`config.mk`:
```
export PLATFORM = sky130hd
export DESIGN_NAME = pairing_host_bridge
export DESIGN_NICKNAME = d
export VERILOG_FILES = /design/src/rtl/pairing_host_bridge.sv
export SDC_FILE = /design/constraint.sdc
export NUM_CORES = 1
export LEC_CHECK = 0
export ABC_AREA = 1
export ABC_CLOCK_PERIOD_IN_PS = 5720
export CAP_MARGIN = 20
export CORE_AREA = 2 2 454 456
export DETAILED_ROUTE_END_ITERATION = 6
export DIE_AREA = 0 0 456 458
export PLACE_DENSITY = 0.42
export SETUP_SLACK_MARGIN = 0.5
export SLEW_MARGIN = 20
export SYNTH_ARGS = -nofsm -noshare
export SYNTH_HDL_FRONTEND = slang
export SYNTH_SLANG_ARGS = --single-unit
```
`constraint.sdc`:
```
create_clock -name clk -period 5.72 [get_ports clk]
set_input_delay 0.572 -clock clk [delete_from_list [all_inputs] [get_ports clk]]
set_output_delay 0.572 -clock clk [all_outputs]
set_load 0.02 [all_outputs]
```
`src/rtl/pairing_host_bridge.sv`:
```
// rtl/pairing_host_bridge.sv - host sequencer: load operands into BN254_pairing, run it, stream results back
module pairing_host_bridge #(
    parameter int         N_LIMB    = 4,
    parameter int         LIMB_W    = 64,
    parameter int         CARRY_W   = 3,
    parameter int         RD_W      = 289,
    parameter int         SWRST_CYC = 10,
    parameter int         ARM_CYC   = 100,
    parameter int         RD_LAT    = 2,
    parameter logic [8:0] RES_BASE  = 9'h10,
    parameter int         RES_CNT   = 12
) (
    input  logic                                 clk,
    input  logic                                 rstn,
    input  logic                                 start,
    input  logic [3:0]                           func,
    input  logic                                 s_valid,
    output logic                                 s_ready,
    input  logic [6:0]                           s_addr,
    input  logic [N_LIMB*LIMB_W-1:0]             s_data,
    input  logic                                 s_last,
    output logic                                 m_valid,
    input  logic                                 m_ready,
    output logic [RD_W-1:0]                      m_data,
    output logic                                 m_last,
    output logic                                 sess_busy,
    output logic                                 core_swrst,
    output logic                                 core_run,
    output logic [3:0]                           core_n_func,
    input  logic                                 core_busy,
    output logic                                 core_in_en,
    output logic [8:0]                           core_in_addr,
    output logic [N_LIMB*(LIMB_W+CARRY_W)-1:0]   core_in_data,
    output logic [8:0]                           core_out_addr,
    input  logic [RD_W-1:0]                      core_out_data
);
    localparam int WORD_W = N_LIMB * LIMB_W;
    localparam int L3_W   = LIMB_W + CARRY_W;
    localparam int CNT_W  = 16;
    localparam int K_W    = $clog2(RES_CNT);
    localparam int LAT_W  = $clog2(RD_LAT + 1);

    localparam logic [2:0] S_IDLE  = 3'd0;
    localparam logic [2:0] S_SWRST = 3'd1;
    localparam logic [2:0] S_LOAD  = 3'd2;
    localparam logic [2:0] S_RUN   = 3'd3;
    localparam logic [2:0] S_ARM   = 3'd4;
    localparam logic [2:0] S_WAIT  = 3'd5;
    localparam logic [2:0] S_READ  = 3'd6;

    logic [2:0]        state;
    logic [CNT_W-1:0]  cnt;
    logic [1:0]        bank;
    logic [WORD_W-1:0] word_q;
    logic [6:0]        addr_q;
    logic              last_q;
    logic [3:0]        func_q;
    logic [K_W-1:0]    k;
    logic [LAT_W-1:0]  lat;
    logic              m_valid_q;
    logic [RD_W-1:0]   m_data_q;

    logic              accept;
    logic [WORD_W-1:0] wr_word;
    logic [6:0]        wr_addr;

    // Bank 0 is written in the accept cycle straight from the stream, banks 1..3 from the latch
    assign s_ready = (state == S_LOAD) && (bank == 2'd0);
    assign accept  = s_ready && s_valid;
    assign wr_word = (bank == 2'd0) ? s_data : word_q;
    assign wr_addr = (bank == 2'd0) ? s_addr : addr_q;

    assign core_in_en    = (state == S_LOAD) && ((bank != 2'd0) || s_valid);
    assign core_in_addr  = core_in_en ? {bank, wr_addr} : 9'd0;
    assign core_swrst    = (state == S_SWRST) || (state == S_LOAD);
    assign core_run      = (state == S_RUN);
    assign sess_busy     = (state != S_IDLE);
    assign core_n_func   = sess_busy ? func_q : 4'd0;
    assign core_out_addr = (state == S_READ) ? RES_BASE + 9'(k) : 9'd0;
    assign m_valid       = m_valid_q;
    assign m_data        = m_data_q;
    assign m_last        = m_valid_q && (k == K_W'(RES_CNT - 1));

    always_comb begin
        core_in_data = '0;
        if (core_in_en) begin
            for (int i = 0; i < N_LIMB; i++) begin
                core_in_data[i*L3_W +: L3_W] = {{CARRY_W{1'b0}}, wr_word[i*LIMB_W +: LIMB_W]};
            end
        end
    end

    always_ff @(posedge clk or negedge rstn) begin
        if (!rstn) begin
            state     <= S_IDLE;
            cnt       <= '0;
            bank      <= 2'd0;
            word_q    <= '0;
            addr_q    <= 7'd0;
            last_q    <= 1'b0;
            func_q    <= 4'd0;
            k         <= '0;
            lat       <= '0;
            m_valid_q <= 1'b0;
            m_data_q  <= '0;
        end else begin
            case (state)
                S_IDLE: begin
                    if (start) begin
                        func_q <= func;
                        cnt    <= '0;
                        bank   <= 2'd0;
                        state  <= S_SWRST;
                    end
                end
                S_SWRST: begin
                    if (cnt == CNT_W'(SWRST_CYC - 1)) begin
                        cnt   <= '0;
                        state <= S_LOAD;
                    end else begin
                        cnt <= cnt + 1'b1;
                    end
                end
                S_LOAD: begin
                    if (accept) begin
                        word_q <= s_data;
                        addr_q <= s_addr;
                        last_q <= s_last;
                        bank   <= 2'd1;
                    end else if (bank != 2'd0) begin
                        bank <= bank + 2'd1;
                        if (bank == 2'd3 && last_q) begin
                            state <= S_RUN;
                        end
                    end
                end
                S_RUN: begin
                    cnt   <= '0;
                    state <= S_ARM;
                end
                S_ARM: begin
                    // The core raises busy some time after run, so busy is not trusted here
                    if (cnt == CNT_W'(ARM_CYC - 1)) begin
                        cnt   <= '0;
                        state <= S_WAIT;
                    end else begin
                        cnt <= cnt + 1'b1;
                    end
                end
                S_WAIT: begin
                    if (!core_busy) begin
                        k         <= '0;
                        lat       <= '0;
                        m_valid_q <= 1'b0;
                        state     <= S_READ;
                    end
                end
                S_READ: begin
                    if (!m_valid_q) begin
                        if (lat == LAT_W'(RD_LAT)) begin
                            m_data_q  <= core_out_data;
                            m_valid_q <= 1'b1;
                            lat       <= '0;
                        end else begin
                            lat <= lat + 1'b1;
                        end
                    end else if (m_ready) begin
                        m_valid_q <= 1'b0;
                        if (k == K_W'(RES_CNT - 1)) begin
                            k     <= '0;
                            state <= S_IDLE;
                        end else begin
                            k <= k + 1'b1;
                        end
                    end
                end
                default: state <= S_IDLE;
            endcase
        end
    end
endmodule

```
Word level (Yosys, flattened, before mapping)
Cells that the tools add are included.
- flip-flop bits (word level): 585
- bits of input ports: 563
- logic and storage cells: 102
- add/sub/neg operators: 5
- equal/unequal tests: 23
- mux-type cells: 39
- bitwise logic cells: 1
- reduce and logical (&&, ||, !) cells: 23
- operator list (operator ; count):
    two-way mux 265 bit ; 1
    two-way mux 256 bit ; 1
    case mux 16 bit (4 select lines) ; 1
    two-way mux 16 bit ; 3
    two-way mux 3 bit ; 10
    case mux 3 bit (7 select lines) ; 1
    two-way mux 4 bit ; 5
    adder 16 x 1 -> 16 bit, second input constant ; 1
    equality test 16 x 4 -> 1 bit, second input constant ; 1
    equality test 16 x 7 -> 1 bit, second input constant ; 1
    inequality test 2 bit, second input constant ; 7
    two-way mux 2 bit ; 6
    AND reduction 10 bit ; 1
    equality test 3 bit, second input constant ; 3
    two-way mux 9 bit ; 1
    AND reduction 3 bit ; 3
    inequality test 2 x 1 -> 1 bit, second input constant ; 4
    case mux 2 bit (2 select lines) ; 2
    case mux 4 bit (2 select lines) ; 1
    AND reduction 2 bit ; 4
    two-way mux 7 bit ; 1
    adder 5 x 4 -> 6 bit, first input constant ; 1
    equality test 3 x 2 -> 1 bit, second input constant ; 2
    two-way mux 6 bit ; 1
    17 further kinds ; 29

Longest topological paths before layout
Gate-level depths: netlist of the first run.
- word-level depth: 6
- depth in mapped cells: 11
- mapped depth without buffers: 11

Worst setup path after synthesis of the first run
Ideal clock, no wire load.
- path type: flip-flop to output port
- start: reg bank[0]
- end: out core_in_data[191]
- arrival time: 1915 ps
- required time: 5148 ps
- setup slack: 3233 ps
- stages on the path, launching flop included: 8
- path through: dfrtp_1 inv_1 ha_1 clkbuf_1 clkbuf_1 clkbuf_1 nand2_1 a21oi_1
- word-level cells in the longest chain between the ends: 4
- RTL lines (item ; RTL line ; text):
    start, declared ; 53 ; logic [1:0] bank;
    start signal, assigned ; 131 ; bank <= bank + 2'd1;
    nonzero test 2 bit ; 73 ; assign core_in_en = (state == S_LOAD) && ((bank != 2'd0) || s_valid);
    logical OR 1 bit ; 73 ;
    logical AND 1 bit ; 73 ;
    two-way mux 265 bit (*) ; 86 ; if (core_in_en) begin
    end, declared ; 33 ; output logic [N_LIMB*(LIMB_W+CARRY_W)-1:0] core_in_data,
Every way passes the cells marked *; elsewhere a longest branch is shown, timed or not.

Worst setup path after layout of the first run
- start: reg bank[0]
- end: out core_in_data[211]
Same word-level chain as after synthesis.

==> results.yml, run 1 <==
pwr:
  p_leak_nw: 18.4
  power_per_cell_area_mw_per_mm2: 389
  ir_drop_uv: 358
routing:
  drt-wirelength-per-cell_um: 20.2
  vias_per_cell: 3.74
  drt-pass1-iter-count: 7
  ant_nets: 0
  drtIter0Drc: 1515
  dr_total_vias: 25229
  finalWirelength_um: 136000
  drc: 0
timing:
  worst_pin_slew_ps: 1120
  drv_slew: 0
  setup_violations: 0
  holdWs_ps: 209
  relSlewSlack: 0.254
  hold_viol: 0
  fmax_mhz: 215
  period_minus_slack_ps: 4640
  grt_setup_unrepaired: "no"
  period_share: 0.812
  fin_setup_tns_ps: 0
  final.setup_skew_ps: 48.1
worst_setup_path:
  start_kind: "register"
  cp_max_fo: 118
  critPathKind: "register to output port"
  cp-end-kind: "output port"
  worstPathArrival_ps: 4070
  worstPathRequired_ps: 5150
clock_network:
  ctsRootBufferMaster: "clkbuf_16"
  numCtsBuffers: 80
  clock_sink_count: 585
  clkLatencyLatePin_ps: 700
  clock_path_buffers: 3
  cts_tree: "done"
  cts_setup_buffers: 0
  path_clk_slew_ps: 60
  cts_resized: 0
  htree_levels: 3
  cts_hold_buf: 1
floorplanning:
  die_w_um: 456
  die_area_mm2: 0.209
  dieHeight_um: 458
  coreArea_mm2: 0.204
  initial_utilization: 0.132
  io_pins: 1149
  std_cell_rows: 166
logic_synthesis:
  yosysWarningCount: 0
  synth_area_mm2: 0.0269
  synth_edf_count: 0
  async_flop_share: 1.00
  ys_seq_area_frac: 0.544
  synth_cells: 2950
  yosysUniqueCellTypes: 29
  synth.avg_cell_area_um2: 9.13
  synthFlopType: "dfrtp_1"
  ys_seq_elements: 585
cells_and_area:
  nets: 4552
  layout_common_cells: "clkdlybuf4s50_1 (1130), nand2_1 (1128), dfrtp_1 (585)"
  area_growth_pct: 62.0
  final_util: 0.214
  layout_commonest_cell: "clkdlybuf4s50_1"
  drive_gt1_frac: 0.0613
placed_design:
  gp_congestion: 0.820
  dp_hpwl_um: 100000
  port_buffers: 1132
worst_hold_path:
  hold_path_class: "primary input to register"
job:
  drv_cap: 0
global_routing:
  grt-ovfl-total: 0
  grt_pass1_wl_um: 192000
  antenna_found_initial: 53
  first_global_vias: 25877
  grt_max_degree: 167
  grt_use_total: 0.126
run_status:
  status: "completed"
==> worst max-delay path, stage by stage (launching register included) <==
cell and delay (ps):
dfrtp_1 390, inv_1 140, ha_4 190, inv_8 90
o21ai_4 270, buf_12 470, buf_4 730, a21oi_1 100
clkdlybuf4s50_1 590
==> cell families (layout without fill, tap and decap cells) <==
group | Yosys count | in the layout | share of synthesized area
AOI/OAI and AO/OA | 305 | 305 | 0.0576
xor gates and xnor gates | 6 | 6 | 0.00195
adders and majority gates | 5 | 5 | 0.00232
buffers and inverters | 273 | 1352 | 0.0506
DFF | 585 | 585 | 0.544
muxes | 289 | 289 | 0.121
other | 1 | 35 | 0.000139
and+or+nand+nor | 1486 | 1486 | 0.223
==> registers in the layout, summed over array words and instances, names as in the netlist <==
register / flops
func_q: 4
state: 3
lat: 2
m_data: 289
cnt: 16
word_q: 256
k: 4
addr_q: 7
bank: 2
m_valid: 1
last_q: 1
==> routing by layer <==
layer  track usage  wire length, um  vias to the layer above
met1         0.137            51500                    12452
met5             0              210                        -
met3        0.0448            10400                      183
met4        0.0434             3940                       32
met2         0.225            70500                      821
li1              -                -                    11741
==> layout make-up <==
type,count,area [um2]
diodes,19,47.5
inverters,44,180
multi-input cells,2107,11000
well taps,2688,3360
flip-flops and latches,585,14600
fillers,22454,160000
clock buffers,113,2260
repair buffers,1166,11700
clock inverters,29,378
==> through the flow <==
| stage | power, mW | setup slack [ps] | area, um2 | instances |
|---|---|---|---|---|
| 6_report | 17.0 | 1080 | 43600 | 6751 |
| 5_1_grt | 18.2 | 802 | 43600 | 6741 |
| 4_1_cts | 17.4 | 908 | 43600 | 6732 |
| 3_5_place_dp | 12.0 | 1730 | 40900 | 6589 |
| 3_3_place_gp | 12.0 | 1820 | 40900 | 6589 |
| 2_1_floorplan | 9.12 | 3230 | 27000 | 2965 |
==> cells in the mapped netlist, types with 2 or more instances <==
cell type	n	area share
buf_4	16	0.0045
ha_1	5	0.0023
xor2_1	5	0.0016
nor3_1	6	0.0011
a21oi_1	275	0.051
clkbuf_1	112	0.016
nand2_1	1129	0.16
nand4_1	5	0.0012
mux2_2	79	0.033
o21ai_0	18	0.0033
buf_2	77	0.014
dfrtp_1	585	0.54
mux2_1	210	0.088
buf_6	24	0.010
nand3_1	292	0.054
o22ai_1	3	0.00070
nor2_1	50	0.0070
inv_2	2	0.00028
o211ai_1	6	0.0017
inv_1	42	0.0059
==> final timing paths <==
kind | depth (start not counted) | start | slack (ps) | endpoint
setup / recovery | 8 | bank[0] | 1080 | core_in_data[211]
min in group asynchronous | 2 | rstn | 530 | word_q[45]
max in group asynchronous | 3 | rstn | 3840 | word_q[203]
setup reg to reg | 9 | bank[0] | 2660 | word_q[164]
hold reg to reg | 2 | word_q[228] | 470 | word_q[228]
hold / removal | 3 | s_valid | 210 | word_q[38]
==> where the power goes <==
part	internal, mW	switching, mW
clock network	3.00	2.15
logic	2.16	4.01
registers	5.12	0.547
total	10.3	6.71
No activity file was read; power rests on OpenSTA's default activity.
==> run 2: changes to the inputs <==
- ABC_CLOCK_PERIOD_IN_PS: 5720 -> 3750
- CORE_AREA: 2 2 454 456 -> 2 2 451 453
- DIE_AREA: 0 0 456 458 -> 0 0 453 455
- PLACE_DENSITY: 0.42 -> 0.43
- clock period: 5.72 -> 3.75 ns (I/O delays scaled with it)
==> run 2 against run 1 <==
  * Worst hold slack gained 66 ps
  * Cell count up 0.81%
  * Setup slack lost 470 ps
  * Wire length rose by 5.8%
  * Critical path depth is 1 lower
  * Count of clock-buffer cells in the layout decreased by 2
  * Critical path type unchanged
==> results.yml, run 2 (synthesis gave the netlist of run 1 again) <==
run_status:
  status: "completed"
worst_setup_path:
  r2r_cells: 11
  critPathKind: "register to output port"
  critPathLaunch: "bank[0]"
  r2r-start: "bank[0]"
  cp-end-kind: "output port"
  r2r_slack_ps: 900
  worstPathRequired_ps: 3380
  start_kind: "register"
  critPathCapture: "core_in_data[141]"
  worstPathArrival_ps: 2770
  cp_max_fo: 22
  r2r-end: "word_q[45]"
cells_and_area:
  layout_common_cells: "nand2_1 (1128), clkdlybuf4s50_1 (864), dfrtp_1 (583)"
  largest_register_ffs: 289
  layout_commonest_cell: "nand2_1"
  nets: 4630
  design_area_mm2: 0.0441
  drive_gt1_frac: 0.107
  final_util: 0.219
  fill_cells: 22088
  stdcell_count: 6806
  area_growth_pct: 63.9
clock_network:
  path_clk_slew_ps: 60
  clock_sink_count: 585
  clock_path_buffers: 3
  clkLatencyLatePin_ps: 690
  numCtsBuffers: 78
  cts_tree: "done"
  htree_levels: 3
  ctsRootBufferMaster: "clkbuf_16"
pwr:
  power_per_cell_area_mw_per_mm2: 605
  ir_drop_uv: 488
  power_mw: 26.7
  p_leak_nw: 20.1
timing:
  hold_viol: 0
  relSlewSlack: 0.306
  fin_setup_tns_ps: 0
  grt_setup_unrepaired: "yes"
  worst_pin_slew_ps: 1040
  holdWs_ps: 275
  setup_violations: 0
  period_share: 0.839
  final.setup_skew_ps: 30.5
  timing.final.ws_setup_ps: 603
  drv_slew: 0
  period_minus_slack_ps: 3150
  fmax_mhz: 318
routing:
  drtIter0Drc: 1582
  drt-pass1-iter-count: 5
  ant_nets: 0
  vias_per_cell: 3.78
  drc: 0
  drt-wirelength-per-cell_um: 21.2
  dr_total_vias: 25754
  finalWirelength_um: 144000
global_routing:
  busiest_layer: "met2"
  grt_use_total: 0.133
  first_global_vias: 26602
  grt-ovfl-total: 0
  grt_use_met1: 0.144
  antenna_found_initial: 52
  grt_max_degree: 141
  met2_usage: 0.243
  grt_pass1_wl_um: 198000
  grt_use_met3: 0.0404
floorplanning:
  coreArea_mm2: 0.201
  die_area_mm2: 0.206
  io_pins: 1149
  dieHeight_um: 455
  std_cell_rows: 165
  initial_utilization: 0.134
  die_w_um: 453
worst_hold_path:
  hp-start: "func[3]"
  hold_path_class: "primary input to register"
placed_design:
  gp_congestion: 0.812
  dp_hpwl_um: 102000
  dpl_cell_area_mm2: 0.0413
  port_buffers: 1132
  dp_slack_ps: 609
  dpl.cell_count: 6611
job:
  drv_cap: 0
-- run 2: per-layer routing --
layer  share of wire  vias to the layer above
li1                -                    11912
met1            0.38                    12644
met2            0.52                      928
met3           0.067                      236
met4           0.033                       34
met5          0.0016                        -
-- run 2: power breakdown --
part | leakage [nW] | switching, mW | internal (mW)
combinational | 11.7 | 6.77 | 3.79
clock | 1.22 | 3.11 | 4.37
sequential | 7.13 | 0.829 | 7.81
-- run 2: layout make-up --
| cell class | count | area [um2] | area share |
|---|---|---|---|
| Clock inverter | 22 | 275 | 0.00624 |
| Antenna cell | 19 | 47.5 | 0.00108 |
| Clock buffer | 111 | 2240 | 0.0508 |
| Timing Repair inverter | 1 | 8.76 | 0.000198 |
| Sequential cell | 585 | 14600 | 0.332 |
| Multi-Input combinational cell | 2107 | 11100 | 0.251 |
| Inverter | 44 | 199 | 0.00451 |
| Tap cell | 2672 | 3340 | 0.0758 |
| Timing Repair Buffer | 1245 | 12300 | 0.279 |
-- run 2: what timing repair did --
item | 4_1_cts | 5_1_grt
gates cloned | 11 | 3
endpoints found under the setup margin | 265 | 179
gates resized for setup | 388 | 145
hold endpoints to repair | 60 | 0
hold buffers | 1 | 0
buffers inserted | 18 | 10
pin swaps | 3 | 0
-- run 2: worst max-delay path: stages (launching register included) --
cell             delay (ps)
dfrtp_1                 390
inv_2                    90
ha_4                    230
buf_8                   270
buf_16                  210
nand2_1                  80
a21oi_1                 150
clkdlybuf4s50_1         620
-- run 2: how the worst min path moves through the flow --
stage / endpoint / slack (ps) / depth (start not counted)
2_1_floorplan: addr_q[0] / 80 / 0
6_report: func_q[3] / 270 / 3
3_3_place_gp: word_q[165] / 450 / 2
3_5_place_dp: word_q[50] / 460 / 2
5_1_grt: m_data[93] / 200 / 2
4_1_cts: func_q[0] / 170 / 3
==> run 3: changes to the inputs <==
- ABC_CLOCK_PERIOD_IN_PS: 3750 -> 3100
- CORE_AREA: 2 2 451 453 -> 2 2 442 444
- DIE_AREA: 0 0 453 455 -> 0 0 444 446
- clock period: 3.75 -> 3.1 ns (I/O delays scaled with it)
==> run 3 against run 2 <==
  * The run now ends with DRC left
  * Core utilization increased by 2.3 points
  * Setup slack got worse by 400 ps
  * Via count increased by 2.2%
  * Sequential power increased by 20%
  * Die area decreased by 3.9%
  * Wire length increased by 1.1%
  * Non-clock buffer count increased by 79
  * First-iteration DRC count increased by 0.13%
==> results.yml, run 3 (synthesis gave the netlist of run 1 again) <==
worst_setup_path:
  worstPathRequired_ps: 2790
  start_kind: "register"
  worstPathArrival_ps: 2590
  cp_max_fo: 7
  r2r_cells: 10
  r2r-start: "state[0]"
  r2r_slack_ps: 680
  r2r-end: "word_q[213]"
  critPathKind: "register to output port"
  cp-end-kind: "output port"
routing:
  drt-pass1-iter-count: 7
  vias_per_cell: 3.90
  dr_total_vias: 26327
  drtIter0Drc: 1584
  drc: 5
  finalWirelength_um: 146000
  drt-wirelength-per-cell_um: 21.6
  ant_nets: 0
timing:
  hold_viol: 0
  period_share: 0.935
  drv_slew: 0
  final.setup_skew_ps: 24.3
  worst_pin_slew_ps: 908
  setup_violations: 0
  fmax_mhz: 345
  period_minus_slack_ps: 2900
  relSlewSlack: 0.395
  grt_setup_unrepaired: "yes"
  holdWs_ps: 197
  timing.final.ws_setup_ps: 203
cells_and_area:
  area_growth_pct: 74.2
  drive_gt1_frac: 0.169
  fill_cells: 20795
  final_util: 0.242
  layout_commonest_cell: "nand2_1"
  multi_input_area_mm2: 0.0119
  layout_common_cells: "nand2_1 (1127), clkdlybuf4s50_1 (863), dfrtp_1 (584)"
  largest_register_ffs: 289
  seqCellArea_mm2: 0.0146
  nets: 4709
clock_network:
  ctsRootBufferMaster: "clkbuf_16"
  htree_levels: 3
  cts_tree: "done"
  clock_sink_count: 585
  path_clk_slew_ps: 50
  clock_path_buffers: 3
  clkLatencyLatePin_ps: 700
  numCtsBuffers: 79
run_status:
  status: "finished with violations"
  violations: "DRC"
floorplanning:
  die_w_um: 444
  io_pins: 1149
  std_cell_rows: 162
  dieHeight_um: 446
  die_area_mm2: 0.198
  coreArea_mm2: 0.194
  initial_utilization: 0.139
worst_hold_path:
  hold_path_class: "primary input to register"
  hp-start: "func[0]"
  whs_path_depth: 3
  min_to: "func_q[0]"
global_routing:
  antenna_found_initial: 30
  grt_pass1_wl_um: 196000
  grt-ovfl-total: 0
  grt_use_total: 0.136
  first_global_vias: 25983
  grt_max_degree: 146
placed_design:
  port_buffers: 1132
  dp_hpwl_um: 96700
  dp_slack_ps: 124
  gp_congestion: 0.810
pwr:
  clkPwrFrac: 0.256
  p_int_mw: 21.6
  seq_power_share: 0.288
  p_leak_nw: 21.4
  switchingPower_mw: 14.6
  ir_drop_uv: 469
  swShare: 0.405
  comb_power_share: 0.456
  power_per_cell_area_mw_per_mm2: 772
job:
  drv_cap: 0
## run 3: power groups by stage
stage / Combinational, mW / Clock (mW) / Sequential [mW]
after floorplan: 6.30 / 0 / 10.5
after global placement: 12.1 / 0 / 10.5
after detailed placement: 12.2 / 0 / 10.5
after CTS: 14.7 / 9.67 / 10.4
after global routing: 17.7 / 9.94 / 10.6
final: 16.5 / 9.26 / 10.4
## run 3: per-layer routing
layer	wire (um)	vias up	track usage
li1	-	12066	-
met1	58800	13101	0.159
met2	73000	951	0.238
met3	10700	187	0.0412
met4	3240	22	0.0382
met5	145	-	0
## run 3: metrics by stage
stage          setup TNS, ps  cell area (um2)  total power, mW  std cells
2_1_floorplan              0            27000             16.8       2965
3_3_place_gp               0            41300             22.6       6487
3_5_place_dp               0            41300             22.7       6487
4_1_cts               -25030            45200             34.7       6701
5_1_grt                    0            46900             38.3       6751
6_report                   0            46900             36.2       6755
## run 3: worst max-delay path, stage by stage, from the launching register on
cell	delay (ps)
dfrtp_1	400
inv_2	90
ha_4	230
inv_12	60
o21ai_4	190
buf_8	140
buf_12	140
buf_12	140
buf_16	140
buf_6	100
buf_6	80
a21oi_2	30
buf_6	130
## run 3: cell type report
type	instances	area share
antenna	12	0.000640
clock buffer	114	0.0486
clock inverter	27	0.00638
inverter	44	0.00395
multi-input combinational	2107	0.254
sequential	585	0.312
tap	2542	0.0678
timing repair buffer	1324	0.306
## run 3: worst max-delay path by stage
stage                     cells past startpoint  slack (ps)      from           endpoint
after floorplan                               7         880   bank[0]  core_in_data[191]
after global placement                        8         200   bank[0]   core_in_data[49]
after detailed placement                      8         120  state[1]   core_in_data[49]
after CTS                                     6        -230   bank[1]   core_in_data[23]
after global routing                         11          70   bank[0]   core_in_data[80]
final                                        12         200   bank[0]   core_in_data[87]
## run 3: timing repair
action	in CTS	in global routing
hold buffers	1	0
gates resized for setup	372	813
pin swaps	3	4
buffers inserted	53	20
setup endpoints to repair	357	279
endpoints found under the hold margin	43	0
cloned	19	22
